===== config.mk =====
export PLATFORM = sky130hd
export DESIGN_NAME = fc8_audio_sweep_env
export DESIGN_NICKNAME = d
export VERILOG_FILES = /design/src/rtl/fc8_audio_sweep_env.sv
export SDC_FILE = /design/constraint.sdc
export NUM_CORES = 1
export LEC_CHECK = 0
export BUFFER_PORTS_ARGS = -buffer_cell sky130_fd_sc_hd__clkbuf_2
export CAP_MARGIN = 10
export CORE_AREA = 2 2 109 111
export DETAILED_ROUTE_END_ITERATION = 10
export DIE_AREA = 0 0 111 113
export PLACE_DENSITY = 0.68
export SLEW_MARGIN = 20
export SYNTH_ARGS = -nofsm -noshare
export SYNTH_HDL_FRONTEND = slang
export SYNTH_SLANG_ARGS = --single-unit

===== constraint.sdc =====
create_clock -name clk -period 4.2 [get_ports clk]
set_clock_uncertainty 0.2 [all_clocks]
set_input_delay 0.84 -clock clk [delete_from_list [all_inputs] [get_ports clk]]
set_output_delay 0.84 -clock clk [all_outputs]
set_load 0.005 [all_outputs]

===== src/rtl/fc8_audio_sweep_env.sv =====
// Per-channel envelope/sweep sequencer feeding audio_channel from CPU audio SFR writes.
// Optional note-length counter enabled by defining FC8_AUDIO_LENGTH_EN.
module fc8_audio_sweep_env #(
  parameter int TICK_DIV = 20833,
  parameter int FREQ_W   = 16
) (
  input  logic              clk,
  input  logic              rst_n,
  input  logic              sfr_we,
  input  logic [2:0]        sfr_sel,
  input  logic [7:0]        sfr_wdata,
  output logic [FREQ_W-1:0] freq_val,
  output logic [3:0]        volume,
  output logic              active,
  output logic              tick
);

  localparam int PW = (TICK_DIV > 1) ? $clog2(TICK_DIV) : 1;

  localparam logic [2:0] SEL_FREQ_LO = 3'd0;
  localparam logic [2:0] SEL_FREQ_HI = 3'd1;
  localparam logic [2:0] SEL_ENV     = 3'd2;
  localparam logic [2:0] SEL_SWEEP   = 3'd3;
`ifdef FC8_AUDIO_LENGTH_EN
  localparam logic [2:0] SEL_LENGTH  = 3'd4;
`endif

  logic [PW-1:0]     r_pre;
  logic [7:0]        r_lo;
  logic [7:0]        r_env;
  logic [6:0]        r_sweep;
  logic [FREQ_W-1:0] r_freq;
  logic [3:0]        r_vol;
  logic [2:0]        r_env_cnt;
  logic [2:0]        r_sw_cnt;
  logic              r_active;
`ifdef FC8_AUDIO_LENGTH_EN
  logic              r_len_en;
  logic [6:0]        r_len_cnt;
`endif

  logic              w_tick;
  logic              w_trig;
  logic [3:0]        w_env_nxt;
  logic [3:0]        w_sw_nxt;
  logic              w_env_step;
  logic              w_sw_step;
  logic [3:0]        w_vol_nxt;
  logic [FREQ_W-1:0] w_delta;
  logic [FREQ_W:0]   w_sum;

  assign w_tick = (r_pre == PW'(TICK_DIV - 1));
  assign w_trig = sfr_we && (sfr_sel == SEL_FREQ_HI);

  always_comb begin
    w_env_nxt  = {1'b0, r_env_cnt} + 4'd1;
    w_sw_nxt   = {1'b0, r_sw_cnt} + 4'd1;
    w_env_step = (w_env_nxt >= {1'b0, r_env[2:0]});
    w_sw_step  = (w_sw_nxt >= {1'b0, r_sweep[6:4]});
    w_vol_nxt  = r_vol;
    if (r_env[3]) begin
      if (r_vol != 4'hF) w_vol_nxt = r_vol + 4'd1;
    end else if (r_vol != 4'h0) begin
      w_vol_nxt = r_vol - 4'd1;
    end
    // delta never exceeds r_freq, so the negate path cannot underflow
    w_delta = r_freq >> r_sweep[2:0];
    w_sum   = {1'b0, r_freq} + {1'b0, w_delta};
  end

  always_ff @(posedge clk) begin
    if (!rst_n) begin
      r_pre     <= '0;
      r_lo      <= '0;
      r_env     <= '0;
      r_sweep   <= '0;
      r_freq    <= '0;
      r_vol     <= '0;
      r_env_cnt <= '0;
      r_sw_cnt  <= '0;
      r_active  <= 1'b0;
`ifdef FC8_AUDIO_LENGTH_EN
      r_len_en  <= 1'b0;
      r_len_cnt <= '0;
`endif
    end else begin
      r_pre <= w_tick ? '0 : r_pre + PW'(1);

      // a trigger landing on a tick discards that tick's steps
      if (w_trig) begin
        r_freq    <= FREQ_W'({sfr_wdata, r_lo});
        r_vol     <= r_env[7:4];
        r_env_cnt <= '0;
        r_sw_cnt  <= '0;
        r_active  <= 1'b1;
`ifdef FC8_AUDIO_LENGTH_EN
        if (r_len_cnt == 7'd0) r_len_cnt <= 7'd64;
`endif
      end else if (w_tick && r_active) begin
        if (r_env[2:0] != 3'd0) begin
          if (w_env_step) begin
            r_env_cnt <= '0;
            r_vol     <= w_vol_nxt;
          end else begin
            r_env_cnt <= w_env_nxt[2:0];
          end
        end
        if (r_sweep[6:4] != 3'd0) begin
          if (w_sw_step) begin
            r_sw_cnt <= '0;
            if (r_sweep[3])        r_freq   <= r_freq - w_delta;
            else if (w_sum[FREQ_W]) r_active <= 1'b0;
            else                    r_freq   <= w_sum[FREQ_W-1:0];
          end else begin
            r_sw_cnt <= w_sw_nxt[2:0];
          end
        end
`ifdef FC8_AUDIO_LENGTH_EN
        if (r_len_en && (r_len_cnt != 7'd0)) begin
          r_len_cnt <= r_len_cnt - 7'd1;
          if (r_len_cnt == 7'd1) r_active <= 1'b0;
        end
`endif
      end

      if (sfr_we) begin
        case (sfr_sel)
          SEL_FREQ_LO: r_lo    <= sfr_wdata;
          SEL_ENV:     r_env   <= sfr_wdata;
          SEL_SWEEP:   r_sweep <= sfr_wdata[6:0];
`ifdef FC8_AUDIO_LENGTH_EN
          SEL_LENGTH: begin
            r_len_en  <= sfr_wdata[7];
            r_len_cnt <= {1'b0, sfr_wdata[5:0]};
          end
`endif
          default: ;
        endcase
      end
    end
  end

  assign freq_val = r_freq;
  assign volume   = r_active ? r_vol : 4'd0;
  assign active   = r_active;
  assign tick     = w_tick;

endmodule

==> results of run 1 <==
[worst max-delay path: stages, from the launching register on]
cell and delay (ns):
dfxtp_4 0.37, mux2i_1 0.15, mux2i_1 0.19, nand2_1 0.08, o21ai_1 0.12, ha_1 0.20, inv_1 0.05, fa_1 0.39
o21ba_2 0.22, or4_4 0.44, a211oi_4 0.29, nor4bb_4 0.09, o41a_2 0.57, and4_1 0.23, a311o_1 0.30
[per-layer routing]
layer / track usage / vias to the layer above / wire length, µm
met5: 0 / - / 0
met4: 0.0775 / 0 / 250
met3: 0.0396 / 22 / 504
met2: 0.376 / 115 / 6770
met1: 0.274 / 2264 / 6200
li1: - / 2417 / -
[cell type report]
type	count	area (µm²)
Sequential cell	65	1310
Clock buffer	10	239
Timing Repair Buffer	73	477
Tap cell	143	179
Clock inverter	6	105
Fill cell	1070	5230
Inverter	44	165
Multi-Input combinational cell	516	3580
[Yosys cell counts (3+ instances only)]
master	n
and3_1	9
fa_1	3
a211oi_1	10
a31oi_1	9
o211ai_1	4
xnor2_1	19
nand2_1	74
nor2_1	51
o31ai_1	4
mux2_2	3
and2_1	9
o21ai_0	31
o21a_1	6
dfxtp_1	65
nor2b_1	6
ha_1	47
a21o_1	8
nor3_1	13
or3_1	3
a21oi_1	60
nand3_1	29
nand2b_1	13
clkbuf_1	27
inv_1	43
o22ai_1	3
mux2i_1	29
nor4_1	3
xor2_1	18
[power breakdown]
| part | internal [mW] | switching [mW] |
|---|---|---|
| clock network | 0.592 | 0.271 |
| registers | 0.629 | 0.0135 |
| logic | 0.105 | 0.154 |
| total | 1.33 | 0.439 |
[through the flow]
| step | power [mW] | TNS (ns) | instances |
|---|---|---|---|
| 6_report | 1.77 | 0 | 857 |
| 5_1_grt | 1.83 | -0.00264 | 857 |
| 4_1_cts | 1.77 | 0 | 856 |
| 3_5_place_dp | 0.909 | 0 | 840 |
| 3_3_place_gp | 0.905 | 0 | 840 |
| 2_1_floorplan | 0.827 | 0 | 656 |
[worst paths after layout]
check                                start     endpoint  slack [ns]  depth (start not counted)
worst min-delay path               r_lo[5]      r_lo[5]        0.26                          2
worst max-delay path            r_sweep[1]  freq_val[1]        0.19                         14
worst min register to register     r_lo[5]      r_lo[5]        0.26                          2
worst max register to register  r_sweep[1]  freq_val[1]        0.19                         14
[sequential cells by signal, indices dropped and copies added (netlist names), 3 cells and up]
register,cells
freq_val,16
r_env,8
r_env_cnt,3
r_lo,8
r_pre,15
r_sw_cnt,3
r_sweep,7
r_vol,4
[cell families (layout without fill, tap and decap cells)]
| family | Yosys count | in the layout | synth area share |
|---|---|---|---|
| multiplexers | 32 | 32 | 0.0629 |
| AO/OA/AOI/OAI | 165 | 165 | 0.212 |
| buffers and inverters | 75 | 133 | 0.0571 |
| XOR/XNOR | 37 | 37 | 0.0629 |
| adder cells (fa/ha/maj) | 50 | 50 | 0.126 |
| AND/OR/NAND/NOR | 232 | 232 | 0.226 |
| flip-flops | 65 | 65 | 0.253 |
[repair_timing]
item	in CTS	in global routing
gates resized for setup	1	8
buffers inserted	0	1
setup endpoints to repair	1	16
pin swaps	1	3
==> results.ini, run 1 <==
[routing]
via_count = 4818
drc = 0
drt_pass1_iterations = 5
ant_nets = 0
drt_iter0_drc = 317
wirelength_mm = 13.7
wl_per_cell_um = 16.0
viasPerCell = 5.62

[grt]
antenna_found_initial = 0
grt_first_pass_wirelength_mm = 22.5
grt_pass1_vias = 4721
overflow = 0
grt_max_degree = 34
grtUsageTotal = 0.218

[timing]
drv_slew = 0
hold_viol_final = 0
finalSetupViolCount = 0
setup_slack_ns = 0.189
tightest_slew_ns = 1.02
slew_headroom = 0.318
fmax_mhz = 249
hold_ws_ns = 0.263
period_minus_slack_ns = 4.01
period_share = 0.955

[clock_tree]
clock_latency_ns = 0.33
ctsHoldBuffers = 0
clock_path_buffers = 2
root_buffer = clkbuf_16
htreeDepth = 3
cts_tree = yes
clkSlewWorstSetupHoldPaths_ns = 0.05
clkSinkCount = 65
numCtsBuffers = 9

[die]
core_area_mm2 = 0.0113
die_w_um = 111
start_util = 0.457
boundaryPins = 36
dieArea_mm2 = 0.0125
rows = 39
die_h_um = 113

[critical_path]
cp-start-kind = flip-flop
cp-end-kind = flip-flop
crit_type = reg -> reg
required_ns = 4.22
cp.arrival_ns = 4.03
cp_max_fo = 9

[pwr]
power_density_mw_per_mm2 = 292
power.leakage_nw = 2.59
peakVddDrop_v = 0.000272

[final_layout]
final_cell_mix = 74 x nand2_1, 64 x dfxtp_1, 59 x a21oi_1, 51 x nor2_1, 47 x ha_1
finish.utilization = 0.536
synthToLayoutAreaGrowth_pct = 17.4
antenna_cells = 0
final_common_cell = nand2_1
drive_gt1_frac = 0.165
fin_nets = 773
final_cell_area_mm2 = 0.00605

[placed_design]
dpl-instance-area_mm2 = 0.00566
place_congestion = 0.905
numPortBuffers = 35
dp.final_hpwl_mm = 10.5
pre_cts_ws_ns = 0.0304

[yosys]
synthFlopType = dfxtp_1
synth_area_leaders = dfxtp_1 25%, ha_1 11%, a21oi_1 5.8%
yosysTopAreaCellShare = 0.253
yosysUniqueCellTypes = 71
netlist_instances = 656
synth-edff-count = 0
syn_area_mm2 = 0.00515
synth_seq_cells = 65
seq_area_frac_synth = 0.253
syn-num-nets = 720
synthArstFlopShare = 0
yosys_warnings = 0
avgSynthCellArea_um2 = 7.85
synth_area_leader_cell = dfxtp_1

[outcome]
status = finished, final reports clean

[job]
max_cap_violations = 0

[hold_path]
hp-class = reg -> reg

No activity file was read; power rests on OpenSTA's default activity.
==> inputs of run 2 (changes only) <==
--- a/config.mk
+++ b/config.mk
@@ -7,10 +7,11 @@
 export LEC_CHECK = 0
 export BUFFER_PORTS_ARGS = -buffer_cell sky130_fd_sc_hd__clkbuf_2
 export CAP_MARGIN = 10
-export CORE_AREA = 2 2 109 111
+export CORE_AREA = 2 2 105 107
 export DETAILED_ROUTE_END_ITERATION = 10
-export DIE_AREA = 0 0 111 113
-export PLACE_DENSITY = 0.68
+export DIE_AREA = 0 0 107 109
+export PLACE_DENSITY = 0.72
+export RECOVER_POWER = 25
 export SLEW_MARGIN = 20
 export SYNTH_ARGS = -nofsm -noshare
 export SYNTH_HDL_FRONTEND = slang
==> run 2 against run 1 <==
  * Setup slack better by 0.011 ns
  * Largest power group is now sequential cells
  * Worst hold slack worse by 0.00056 ns
  * Critical path type unchanged
  * Clock power is 32% lower
  * Largest cell class unchanged
==> results.ini, run 2 (synthesis results as in run 1) <==
[die]
rows = 38  ; -2.6%
start_util = 0.486  ; +0.0288
die_w_um = 107  ; -3.6%
dieArea_mm2 = 0.0117  ; -7.0%
boundaryPins = 36  ; unchanged
core_area_mm2 = 0.0106  ; -5.9%
die_h_um = 109  ; -3.5%

[placed_design]
dp.cells = 836  ; -0.48%
dp.final_hpwl_mm = 10.4  ; -0.59%
numPortBuffers = 35  ; unchanged
place_congestion = 0.876  ; -3.3%
pre_cts_ws_ns = -0.0411  ; -0.0715 ns

[critical_path]
crit_top_cell = mux2i_1
crit_slowest_cell = dfxtp_4
cp-start-kind = flip-flop
critPathMaxStageDelay_ns = 0.42  ; -0.15 ns
required_ns = 4.17  ; -0.05 ns
worstPathCellList = buf_6 -> mux2_2 -> or2_2 -> o21a_1 -> mux2i_1 -> inv_1 -> ha_1 -> a221oi_2 -> o22ai_2 -> nor4bb_4 -> o31ai_2 -> a211oi_4 -> buf_12 -> mux2i_1 -> a211oi_1
crit_type = reg -> reg
cp-end-kind = flip-flop
cp_max_fo = 13  ; +4
cp.arrival_ns = 3.97  ; -0.06 ns

[timing]
rsz0062_at_grt = false
slew_headroom = 0.314  ; -0.00466
finalSetupViolCount = 0  ; unchanged
hold_viol_final = 0  ; unchanged
fmax_mhz = 250  ; +0.27%
tns_ns = 0  ; unchanged
tightest_slew_ns = 1.03  ; +0.00699 ns
period_share = 0.953  ; -0.00254
drv_slew = 0  ; unchanged
period_minus_slack_ns = 4.00  ; -0.0107 ns
setup_slack_ns = 0.199  ; +0.0107 ns

[clock_tree]
cts_tree = yes
ctsHoldBuffers = 0  ; unchanged
htreeDepth = 3  ; unchanged
clock_path_buffers = 2  ; unchanged
cts_setup_buffers = 0  ; unchanged
clkSinkCount = 65  ; unchanged
clkSlewWorstSetupHoldPaths_ns = 0.07  ; +0.02 ns
root_buffer = clkbuf_8
numCtsBuffers = 9  ; unchanged
clock_latency_ns = 0.34  ; about the same

[routing]
ant_nets = 0  ; unchanged
drc = 0  ; unchanged
wirelength_mm = 13.5  ; -1.5%
viasPerCell = 5.63  ; +0.19%
wl_per_cell_um = 15.9  ; -0.91%
via_count = 4799  ; -0.39%
drt_iter0_drc = 365  ; +15%
drt_pass1_iterations = 7  ; +2

[grt]
grt_first_pass_wirelength_mm = 21.6  ; -3.8%
grtUsageTotal = 0.233  ; +0.0151
grt_max_degree = 34  ; unchanged
grt_pass1_vias = 4518  ; -4.3%
antenna_found_initial = 0  ; unchanged
overflow = 0  ; unchanged

[final_layout]
fin_nets = 771  ; -0.26%
largest_reg_flops = 16  ; unchanged
final_cell_mix = 74 x nand2_1, 63 x dfxtp_1, 60 x a21oi_1, 51 x nor2_1, 47 x ha_1
final_common_cell = nand2_1
synthToLayoutAreaGrowth_pct = 13.7
finish.utilization = 0.552  ; +0.0158
drive_gt1_frac = 0.142  ; -0.0234
antenna_cells = 0  ; unchanged
final_cells = 852  ; -0.58%

[outcome]
status = finished, final reports clean

[pwr]
peakVddDrop_v = 0.000189  ; -30%
power_density_mw_per_mm2 = 254  ; -13%
power.leakage_nw = 2.46  ; -5.1%

[hold_path]
hp-class = reg -> reg

[job]
max_cap_violations = 0  ; unchanged

run 2: cell types whose count changed in the layout (fill, tap and decap cells not counted), sizes merged:
cell,change
bufinv,-1
clkbuf,+8
inv,+1
clkinv,-1
buf,-11
clkinvlp,+2
run 2: cell type report:
type	instances	area (µm²)
fill	993	4750
multi-input combinational	516	3570
sequential	65	1310
timing repair buffer	71	422
tap	140	175
inverter	44	165
clock buffer	9	124
clock inverter	7	93.8
run 2: through the flow:
stage               hold slack (ns)  area (µm²)  total power, mW
global route                  0.277        5850             1.55
floorplan                     0.232        5150            0.827
global placement              0.244        5650            0.904
CTS                           0.262        5870             1.49
finish                        0.262        5850             1.49
detailed placement            0.251        5650            0.909
run 2: worst paths after layout:
path	slack, ns	cells after the start	start	end
worst max-delay path	0.20	15	r_sweep[1]	freq_val[8]
worst min-delay path	0.26	2	r_env[7]	r_env[7]
worst max register to register	0.20	15	r_sweep[1]	freq_val[8]
worst min register to register	0.26	2	r_env[7]	r_env[7]
run 2: power by group:
part	internal, mW	switching, mW	total (mW)
combinational	0.102	0.153	0.256
clock	0.334	0.255	0.589
sequential	0.628	0.0146	0.643
run 2: routing by layer:
metal	share of wire	global-route usage	up-vias
met5	0	0	-
met2	0.50	0.419	116
li1	-	-	2408
met1	0.45	0.285	2259
met4	0.016	0.0649	0
met3	0.031	0.0418	16
run 2: repair_timing:
action | in CTS | in global routing
pin swaps | 0 | 4
endpoints found under the setup margin | 6 | 16
resized for setup | 1 | 7
run 2: critical path, delay by kind of cell, from the launching register on:
| kind | cells | cell delay (ns) |
|---|---|---|
| fa+ha+maj | 1 | 0.24 |
| flops | 1 | 0.42 |
| mux | 3 | 0.79 |
| compound gates | 6 | 1.14 |
| buf+inv | 3 | 0.42 |
| simple gates | 2 | 0.65 |
==> inputs of run 3 (changes only) <==
--- a/config.mk
+++ b/config.mk
@@ -7,10 +7,10 @@
 export LEC_CHECK = 0
 export BUFFER_PORTS_ARGS = -buffer_cell sky130_fd_sc_hd__clkbuf_2
 export CAP_MARGIN = 10
-export CORE_AREA = 2 2 105 107
+export CORE_AREA = 2 2 108 110
 export DETAILED_ROUTE_END_ITERATION = 10
-export DIE_AREA = 0 0 107 109
-export PLACE_DENSITY = 0.72
+export DIE_AREA = 0 0 110 112
+export PLACE_DENSITY = 0.69
 export RECOVER_POWER = 25
 export SLEW_MARGIN = 20
 export SYNTH_ARGS = -nofsm -noshare
==> run 3 against run 2 <==
  * Clock-buffer cell count up 2
  * Wire length down 0.24%
  * Global-route usage down 0.79 points
  * Sequential cell count unchanged
  * Non-clock buffer count unchanged
  * Sequential power about the same
  * Final cell count up 0.35%
  * Largest cell class unchanged
  * Highest routed layer unchanged
==> results.ini, run 3 (synthesis results as in run 1) <==
[critical_path]
required_ns = 4.21  ; +0.04 ns
crit_type = reg -> reg
cp-start-kind = flip-flop
cp_max_fo = 10  ; -3
cp-end-kind = flip-flop
cp.arrival_ns = 4.04  ; +0.07 ns

[placed_design]
place_congestion = 0.913  ; +4.2%
dp.final_hpwl_mm = 10.4  ; -0.33%
numPortBuffers = 35  ; unchanged

[final_layout]
fin_nets = 771  ; unchanged
final_common_cell = nand2_1
final_cell_mix = 74 x nand2_1, 64 x dfxtp_1, 60 x a21oi_1, 51 x nor2_1, 47 x ha_1
synthToLayoutAreaGrowth_pct = 16.7
largest_reg_flops = 16  ; unchanged
finish.utilization = 0.538  ; -0.0145
drive_gt1_frac = 0.143  ; +0.00140
antenna_cells = 0  ; unchanged
fillers = 1029  ; +3.6%

[clock_tree]
numCtsBuffers = 9  ; unchanged
cts_tree = yes
ctsHoldBuffers = 0  ; unchanged
clock_path_buffers = 2  ; unchanged
clkSinkCount = 65  ; unchanged
clock_latency_ns = 0.33  ; about the same
htreeDepth = 3  ; unchanged
clkSlewWorstSetupHoldPaths_ns = 0.05  ; -0.02 ns
root_buffer = clkbuf_16

[routing]
via_count = 4840  ; +0.85%
wirelength_mm = 13.5  ; -0.24%
wl_per_cell_um = 15.8  ; -0.59%
viasPerCell = 5.66  ; +0.50%
ant_nets = 0  ; unchanged
drt_pass1_iterations = 5  ; -2
drt_iter0_drc = 272  ; -25%
drc = 0  ; unchanged

[pwr]
p_sw_frac = 0.250  ; -0.0344
p_comb_frac = 0.146  ; -0.026
clock_power_share = 0.486  ; +0.090
peakVddDrop_v = 0.000247  ; +31%
intPower_mw = 1.31  ; +23%
p_seq_frac = 0.368  ; -0.064
power.leakage_nw = 2.53  ; +2.9%
switchingPower_mw = 0.437  ; +3.4%
power_density_mw_per_mm2 = 291  ; +15%

[grt]
grt_first_pass_wirelength_mm = 22.0  ; +1.8%
grtUsageTotal = 0.225  ; -0.00788
antenna_found_initial = 0  ; unchanged
grt_pass1_vias = 4653  ; +3.0%
overflow = 0  ; unchanged
grt_max_degree = 34  ; unchanged

[timing]
tns_ns = 0  ; unchanged
drv_slew = 0  ; unchanged
period_share = 0.958  ; +0.00589
rsz0062_at_grt = false
slew_headroom = 0.327  ; +0.0134
finalSetupViolCount = 0  ; unchanged
hold_viol_final = 0  ; unchanged
period_minus_slack_ns = 4.03  ; +0.0247 ns
tightest_slew_ns = 1.01  ; -0.0201 ns
fmax_mhz = 248  ; -0.61%

[die]
die_h_um = 112  ; +2.8%
rows = 39  ; +2.6%
boundaryPins = 36  ; unchanged
start_util = 0.461  ; -0.0248
dieArea_mm2 = 0.0123  ; +5.6%
core_area_mm2 = 0.0112  ; +5.4%
die_w_um = 110  ; +2.8%

[job]
max_cap_violations = 0  ; unchanged

[outcome]
status = finished, final reports clean

[hold_path]
hp-class = reg -> reg

-- run 3: cell count changes in the layout (fill, tap and decap cells not counted), moves of 2 or more --
| cell | delta |
|---|---|
| buf_4 | +3 |
| clkbuf_16 | +9 |
| clkinvlp_4 | -2 |
| clkbuf_8 | -9 |
-- run 3: routing by layer --
metal  vias up  wire length, µm  global-route usage
met2       123             6370               0.369
met5         -                0                   0
met4         0              481              0.0987
li1       2399                -                   -
met1      2282             6110               0.283
met3        36              530              0.0445
-- run 3: path summary, 6_finish.rpt --
kind	cells past startpoint	from	end	slack (ns)
min reg2reg	2	r_lo[5]	r_lo[5]	0.26
max reg2reg	15	freq_val[5]	freq_val[1]	0.17
max	15	freq_val[5]	freq_val[1]	0.17
min	2	r_lo[5]	r_lo[5]	0.26
-- run 3: stage by stage --
step	instance area (µm²)	setup WS (ns)	power (mW)	instances	hold WS, ns
detailed placement	5650	0.00940	0.909	838	0.249
floorplan	5150	0.0281	0.827	656	0.232
finish	6010	0.175	1.75	855	0.258
CTS	5990	0.0798	1.75	854	0.258
global placement	5650	0.0852	0.904	838	0.245
global route	6010	0.0128	1.81	855	0.282
-- run 3: area by class of cell --
cell class,instances,area [µm²],share of cell area
repair buffers,71,433,0.0721
inverters,44,165,0.0275
clock buffers,11,233,0.0387
flip-flops and latches,65,1310,0.217
well taps,143,179,0.0298
clock inverters,5,104,0.0173
multi-input cells,516,3590,0.597
-- run 3: timing repair --
| item | CTS | global route |
|---|---|---|
| pin swaps | 0 | 3 |
| gates resized for setup | 1 | 9 |
| buffers inserted | 0 | 1 |
| setup endpoints to repair | 1 | 15 |
-- run 3: power by group through the flow --
stage / logic (mW) / clock network, mW / registers, mW
floorplan: 0.173 / 0 / 0.654
global placement: 0.248 / 0 / 0.656
detailed placement: 0.252 / 0 / 0.657
CTS: 0.254 / 0.855 / 0.644
global route: 0.283 / 0.886 / 0.645
finish: 0.256 / 0.850 / 0.644
-- run 3: critical path: stages (launching register included) --
cell and delay, ns:
dfxtp_1 0.34, clkbuf_1 0.26, mux2i_1 0.15, and2_1 0.18
a211oi_1 0.23, a21oi_1 0.09, buf_4 0.16, inv_1 0.05
ha_1 0.18, o21ba_2 0.18, or4_4 0.44, a211oi_4 0.30
nor4bb_4 0.11, o41a_4 0.53, and4_1 0.21, a311o_1 0.32
